### config.mk
export PLATFORM = sky130hd
export DESIGN_NAME = fsm_seq_event_logger
export DESIGN_NICKNAME = d
export VERILOG_FILES = /design/src/rtl/fsm_seq_event_logger.sv
export SDC_FILE = /design/constraint.sdc
export NUM_CORES = 1
export LEC_CHECK = 0
export BUFFER_PORTS_ARGS = -buffer_cell sky130_fd_sc_hd__buf_2
export CORE_MARGIN = 8
export CORE_UTILIZATION = 55
export DETAILED_ROUTE_END_ITERATION = 7
export HOLD_SLACK_MARGIN = 0.02
export PLACE_DENSITY = 0.75
export RECOVER_POWER = 100
export SLEW_MARGIN = 10
export SYNTH_ARGS = -nofsm -noshare
export SYNTH_HDL_FRONTEND = slang
export SYNTH_SLANG_ARGS = --single-unit
### constraint.sdc
create_clock -name i_clk -period 3.8 [get_ports i_clk]
set_clock_uncertainty 0.1 [all_clocks]
set_input_delay 0 -clock i_clk [delete_from_list [all_inputs] [get_ports i_clk]]
set_output_delay 0 -clock i_clk [all_outputs]
set_load 0.02 [all_outputs]
### src/rtl/fsm_seq_event_logger.sv
// Event logger behind the 101/110 sequence detector: saturating hit counters plus a
// first-word-fall-through FIFO of {code, timestamp} records drained over valid/ready.
module fsm_seq_event_logger #(
   parameter int unsigned CNT_W = 16,
   parameter int unsigned TS_W  = 16,
   parameter int unsigned DEPTH = 8
) (
   input  logic                     i_clk,
   input  logic                     i_reset,
   input  logic [1:0]               i_y,
   input  logic                     i_clr,
   input  logic                     i_evt_ready,
   output logic                     o_evt_valid,
   output logic [1:0]               o_evt_code,
   output logic [TS_W-1:0]          o_evt_time,
   output logic [CNT_W-1:0]         o_cnt_101,
   output logic [CNT_W-1:0]         o_cnt_110,
   output logic [$clog2(DEPTH):0]   o_level,
   output logic                     o_overflow
);

   localparam int unsigned PTR_W = $clog2(DEPTH);
   localparam int unsigned LVL_W = PTR_W + 1;

   typedef struct packed {
      logic [1:0]      code;
      logic [TS_W-1:0] ts;
   } evt_rec_t;

   evt_rec_t         mem [DEPTH];
   evt_rec_t         head;
   logic [TS_W-1:0]  ts_q;
   logic [CNT_W-1:0] cnt_101_q;
   logic [CNT_W-1:0] cnt_110_q;
   logic [PTR_W-1:0] wr_ptr_q;
   logic [PTR_W-1:0] rd_ptr_q;
   logic [LVL_W-1:0] level_q;
   logic             overflow_q;

   logic evt_c;
   logic hit_101_c;
   logic hit_110_c;
   logic full_c;
   logic pop_c;
   logic push_c;
   logic drop_c;

   // A pop on a full FIFO frees the slot for a simultaneous push
   always_comb begin
      evt_c     = i_y[1];
      hit_101_c = (i_y == 2'b10);
      hit_110_c = (i_y == 2'b11);
      full_c    = (level_q == LVL_W'(DEPTH));
      pop_c     = (level_q != '0) && i_evt_ready;
      push_c    = evt_c && (!full_c || pop_c);
      drop_c    = evt_c && full_c && !pop_c;
   end

   always_ff @(posedge i_clk or posedge i_reset) begin
      if (i_reset) begin
         ts_q       <= '0;
         cnt_101_q  <= '0;
         cnt_110_q  <= '0;
         wr_ptr_q   <= '0;
         rd_ptr_q   <= '0;
         level_q    <= '0;
         overflow_q <= 1'b0;
      end else if (i_clr) begin
         ts_q       <= '0;
         cnt_101_q  <= '0;
         cnt_110_q  <= '0;
         wr_ptr_q   <= '0;
         rd_ptr_q   <= '0;
         level_q    <= '0;
         overflow_q <= 1'b0;
      end else begin
         ts_q <= ts_q + TS_W'(1);
         if (hit_101_c && (cnt_101_q != '1)) cnt_101_q <= cnt_101_q + CNT_W'(1);
         if (hit_110_c && (cnt_110_q != '1)) cnt_110_q <= cnt_110_q + CNT_W'(1);
         if (push_c) wr_ptr_q <= wr_ptr_q + PTR_W'(1);
         if (pop_c)  rd_ptr_q <= rd_ptr_q + PTR_W'(1);
         level_q <= level_q + LVL_W'(push_c) - LVL_W'(pop_c);
         if (drop_c) overflow_q <= 1'b1;
      end
   end

   // Record storage needs no reset: occupancy alone decides what is visible
   always_ff @(posedge i_clk) begin
      if (!i_reset && !i_clr && push_c) mem[wr_ptr_q] <= '{code: i_y, ts: ts_q};
   end

   always_comb begin
      head        = mem[rd_ptr_q];
      o_evt_valid = (level_q != '0);
      o_evt_code  = o_evt_valid ? head.code : 2'b00;
      o_evt_time  = o_evt_valid ? head.ts   : '0;
      o_cnt_101   = cnt_101_q;
      o_cnt_110   = cnt_110_q;
      o_level     = level_q;
      o_overflow  = overflow_q;
   end

endmodule

==> flow_summary.json, run 1 <==
{
  "syn_nets": 583,
  "synth_top_area_share_pct": 49.67,
  "path_max_fanout": 18,
  "firstDrtPassIters": 6,
  "drv_slew": 33,
  "vias": 5254,
  "dieWidth_um": 141.8,
  "tns_ns": 0,
  "vias_per_cell": 6.018,
  "ys_top_cells_by_area": "edfxtp_1, dfrtp_1, mux4_2, mux2i_1, nor2_1",
  "ys_warn_count": 0,
  "final_common_cell": "edfxtp_1",
  "timing.final.crit_share_pct": 80.27,
  "grt_pass1_wl_um": 29900,
  "avgSynthCellArea_um2": 15.38,
  "p_leak_nw": 3.393,
  "async_flop_share_pct": 29.06,
  "finalWorstSetupSlack_ns": 0.7498,
  "maxCapViolations": 1,
  "p_switching_mw": 1.613,
  "area_growth_pct": 13.18,
  "root_buffer": "clkbuf_16",
  "clockPowerShare_pct": 34.9,
  "ys_ff_latch": 203,
  "cts_tree": "built",
  "core_area_um2": 15660,
  "route.detailed.drc": 0,
  "worstPathRequired_ns": 3.83,
  "grt_pass1_vias": 5562,
  "instances_no_fill": 873,
  "ys_seq_area_share_pct": 66.63,
  "initial_core_util_pct": 55.61,
  "grt_usage_pct": 18.95,
  "drt_first_iter_violations": 336,
  "end_kind": "flip-flop",
  "setup_viol": 0,
  "gp_congestion": 0.8335,
  "overflow": 0,
  "clock_sinks": 203,
  "arrival_ns": 3.08,
  "dieHeight_um": 141.8,
  "die_area_um2": 20110,
  "antenna_found_initial": 0,
  "syn-cell-area_um2": 8706,
  "rsz0062_at_grt": "no",
  "synth_top_area_cell": "edfxtp_1",
  "drt_wl_total_um": 18450,
  "dp.cells": 833,
  "path_clk_slew_ns": 0.05,
  "detail_route.wl_per_cell_um": 21.14,
  "insertion_delay_ns": 0.49,
  "power_density_nw_per_um2": 583.1,
  "combPwrFrac_pct": 21.1,
  "clockBufferDepth": 3,
  "synth_ff_type": "edfxtp_1",
  "status": "finished, violations left",
  "io_buffers": 61,
  "min_period_ns": 3.050,
  "core.rowCount": 46,
  "tightest_slew_ns": 1.797,
  "fillCellCount": 1194,
  "power_mw": 5.745,
  "postCtsSetupBuffers": 0,
  "pwr-share-seq_pct": 44.0,
  "fmax_mhz": 327.9,
  "numCtsBuffers": 22,
  "min_path_type": "input port to flip-flop",
  "worstSetupPathType": "input port to flip-flop",
  "slew_headroom_pct": -19.83,
  "cts_resized": 0,
  "syn_inst": 566,
  "hold_viol_final": 0,
  "failed_checks": "capacitance limit, slew limit",
  "synth-edff-count": 144,
  "dp_hpwl_um": 11640,
  "fin_nets": 662,
  "io_pins": 62,
  "ys_types": 59,
  "final_cell_mix": "edfxtp_1, clkbuf_1, dfrtp_1",
  "grt_max_degree": 60,
  "startpoint_type": "input port",
  "sw_frac_of_total_pct": 28.07,
  "drive_gt1_share_pct": 12.79,
  "htreeDepth": 1,
  "post-place-ws_ns": 1.161,
  "postRouteAntennaNets": 0,
  "antenna_cells": 0,
  "p_int_mw": 4.132,
  "ir_worst_vdd_mv": 0.3787
}
[what timing repair did]
action / CTS / global route
hold buffers: 4 / 0
hold endpoints to repair: 52 / 0
setup endpoints to repair: 0 / 0
[layout make-up]
class | count | area (um2) | share of cell area [%]
timing repair buffer | 80 | 375.4 | 3.810
sequential | 203 | 5801 | 58.87
clock buffer | 29 | 576.8 | 5.854
inverter | 10 | 37.54 | 0.3810
clock inverter | 7 | 93.84 | 0.9524
tap | 216 | 270.3 | 2.743
multi-input combinational | 328 | 2699 | 27.39
[cells by family after synthesis]
| group | Yosys count | share of synthesized area, % |
|---|---|---|
| flip-flops | 203 | 66.63 |
| AND/OR/NAND/NOR | 171 | 10.97 |
| AO/OA/AOI/OAI | 68 | 5.016 |
| multiplexers | 58 | 11.86 |
| buffers and inverters | 35 | 1.854 |
| XOR/XNOR | 20 | 2.012 |
| adder cells (fa/ha/maj) | 11 | 1.667 |
[power groups by stage]
stage                     Sequential (mW)  Clock, mW  Combinational [mW]
final                                2.53       2.01                1.21
after detailed placement             2.58          0                1.28
after floorplan                      2.53          0               0.930
after global placement               2.57          0                1.24
after CTS                            2.53       2.04                1.28
after global routing                 2.54       2.12                1.32
[sequential cells by signal, indices dropped and copies added, names as in the netlist]
name,cells
mem,144
o_cnt_101,16
o_cnt_110,16
o_level,4
o_overflow,1
rd_ptr_q,3
ts_q,16
wr_ptr_q,3
[Yosys cell counts (all sizes together), types with 2 or more instances]
library cell / instances
and2b: 2
o31ai: 7
buf: 13
nor3: 6
or3b: 2
dfrtp: 59
nand3: 18
nor2: 53
nand4: 13
nor2b: 4
ha: 10
inv: 10
or4: 7
and2: 6
nand2b: 3
or3: 18
nor4: 3
mux4: 36
nand2: 17
a21oi: 27
o41ai: 3
o21ai: 18
and3: 5
clkbuf: 12
or2: 2
xor2: 16
o21a: 2
a311oi: 2
mux2i: 21
xnor2: 4
and4: 9
edfxtp: 144
[stage by stage]
step	utilization, %	cell area (um2)	hold slack (ns)
finish	62.94	9853	0.05028
global placement	59.37	9294	0.01170
global route	62.94	9853	0.07275
CTS	63.91	10000	0.04563
floorplan	-	8706	-0.001664
detailed placement	59.37	9294	0.03049
[worst paths after layout]
kind                       cells past startpoint       start           end  slack (ns)
max                                            6      i_y[1]     mem[7][5]        0.75
min                                            3       i_clr      ts_q[11]        0.05
max reg2reg                                    7  o_level[2]     mem[7][5]        0.79
min reg2reg                                    2  o_overflow    o_overflow        0.44
max in group asynchronous                      4     i_reset  o_cnt_101[7]        1.11
min in group asynchronous                      3     i_reset   wr_ptr_q[2]        0.28
[routing by layer]
metal	global-route usage [%]	vias up	share of wire (%)	routed length, um
li1	-	2355	-	-
met1	23.82	2671	40	7471
met2	33.31	197	52	9565
met3	3.495	31	5.9	1092
met4	4.579	0	1.7	322
met5	0	-	0	0
[worst max-delay path, cell delays in order]
cell and delay [ns]:
dlygate4sd3_1 0.52, clkbuf_1 0.63, o21ai_0 0.46, or4b_1 0.66
nor2_1 0.22, clkbuf_1 0.58
No activity file was read; power rests on OpenSTA's default activity.
==> run 2, diff against run 1 <==
Clock period 3.8 ns to 3.1 ns, I/O delays scaled along.
==> flow_summary.json, run 2 (synthesis results as in run 1) <==
{
  "final_cell_mix": "edfxtp_1, clkbuf_1, dfrtp_1",
  "io_pins": 62,
  "status": "finished, violations left",
  "hold_start": "i_evt_ready",
  "timing.final.crit_share_pct": 88.77,
  "arrival_ns": 2.78,
  "clockBufferDepth": 3,
  "vias": 5171,
  "firstDrtPassIters": 5,
  "final_common_cell": "edfxtp_1",
  "hold_depth": 4,
  "r2r_slack_ns": 0.35,
  "io_buffers": 61,
  "route.detailed.drc": 0,
  "dieHeight_um": 141.8,
  "clock_sinks": 203,
  "rsz0062_at_grt": "no",
  "core.rowCount": 46,
  "failed_checks": "capacitance limit, slew limit",
  "postRouteAntennaNets": 0,
  "core_area_um2": 15660,
  "fillCellCount": 1193,
  "fin_nets": 661,
  "drv_slew": 43,
  "power_mw": 6.938,
  "drt_wl_total_um": 17850,
  "worstSetupPathType": "flip-flop to flip-flop",
  "power_density_nw_per_um2": 705.6,
  "slew_headroom_pct": -7.224,
  "tightest_slew_ns": 1.607,
  "r2r-start": "o_level[2]",
  "vias_per_cell": 5.916,
  "min_path_type": "input port to flip-flop",
  "setup_viol": 0,
  "dieWidth_um": 141.8,
  "initial_core_util_pct": 55.61,
  "r2r_cells": 7,
  "min_period_ns": 2.752,
  "antenna_cells": 0,
  "path_clk_slew_ns": 0.06,
  "largest_reg_flops": 144,
  "dp_hpwl_um": 11340,
  "insertion_delay_ns": 0.48,
  "cts_tree": "built",
  "antenna_found_initial": 0,
  "dp.cells": 832,
  "grt_pass1_vias": 5292,
  "instances_no_fill": 874,
  "tns_ns": 0,
  "area_growth_pct": 12.95,
  "detail_route.wl_per_cell_um": 20.43,
  "fmax_mhz": 363.4,
  "hold_viol_final": 0,
  "die_area_um2": 20110,
  "numCtsBuffers": 21,
  "gp_congestion": 0.7870,
  "finalInstanceArea_um2": 9833,
  "worstPathRequired_ns": 3.13,
  "overflow": 0,
  "root_buffer": "clkbuf_16",
  "r2r_end": "mem[5][11]",
  "startpoint_type": "flip-flop",
  "end_kind": "flip-flop",
  "maxCapViolations": 1,
  "p_leak_nw": 3.390,
  "drive_gt1_share_pct": 13.83,
  "htreeDepth": 1,
  "postPlaceCellArea_um2": 9286,
  "grt_usage_pct": 18.19,
  "top_register": "mem",
  "holdPathEnd": "rd_ptr_q[1]",
  "drt_first_iter_violations": 445,
  "path_max_fanout": 18,
  "grt_max_degree": 43,
  "grt_pass1_wl_um": 28890,
  "ir_worst_vdd_mv": 0.3424
}
run 2: cell count changes in the layout (fill, tap and decap cells not counted), sizes merged:
cell / previous run / this run
buf: 12 / 6
clkinv: 5 / 8
inv: 10 / 11
dlygate4sd3: 4 / 5
clkbuf: 93 / 95
run 2: layout make-up:
type / instances / area, um2 / share of cell area, %
multi-input cells: 328 / 2714 / 27.60
well taps: 216 / 270.3 / 2.748
clock inverters: 11 / 103.9 / 1.056
inverters: 10 / 37.54 / 0.3817
flip-flops and latches: 203 / 5802 / 59.00
repair buffers: 80 / 361.6 / 3.677
clock buffers: 26 / 544.3 / 5.535
run 2: worst max-delay path: stages, from the launching register on:
cell,delay (ns)
dfrtp_1,0.36
inv_1,0.08
ha_1,0.22
and2b_1,0.25
o21ai_2,0.12
or4b_1,0.63
nor2_1,0.19
clkbuf_2,0.45
run 2: timing repair:
item,in CTS,in global routing
buffers inserted,0,0
hold buffers,5,0
endpoints found under the hold margin,89,0
setup endpoints to repair,0,0
gates resized for setup,0,0
run 2: layer usage:
metal	vias to the layer above	share of wire, %	global-route usage, %
li1	2356	-	-
met1	2631	45	25.88
met2	162	48	29.34
met5	-	0	0
met4	0	1.5	3.957
met3	22	5.5	2.587
run 2: worst max path at each step:
stage                    start          to  slack [ns]  cells after the start
finish              o_level[2]  mem[5][11]        0.35                      7
global route           i_reset     ts_q[7]        0.21                      4
CTS                 o_level[2]  o_level[2]        0.55                      9
detailed placement  o_level[2]  o_level[2]        0.56                      9
global placement    o_level[2]  o_level[2]        0.64                      9
floorplan           o_level[2]   mem[7][0]        0.18                      6
run 2: per-stage QoR:
step / hold WS (ns) / util [%] / worst slack, ns
finish: 0.3010 / 62.81 / 0.3480
global route: 0.3003 / 62.81 / 0.2115
CTS: 0.2245 / 63.78 / 0.5497
detailed placement: 0.1662 / 59.32 / 0.5575
global placement: 0.1479 / 59.32 / 0.6362
floorplan: -0.001664 / - / 0.1788
run 2: where the power goes:
group	total [mW]	internal (mW)	switching (mW)
clock	2.38	1.41	0.973
sequential	3.03	2.97	0.0586
combinational	1.52	0.607	0.914
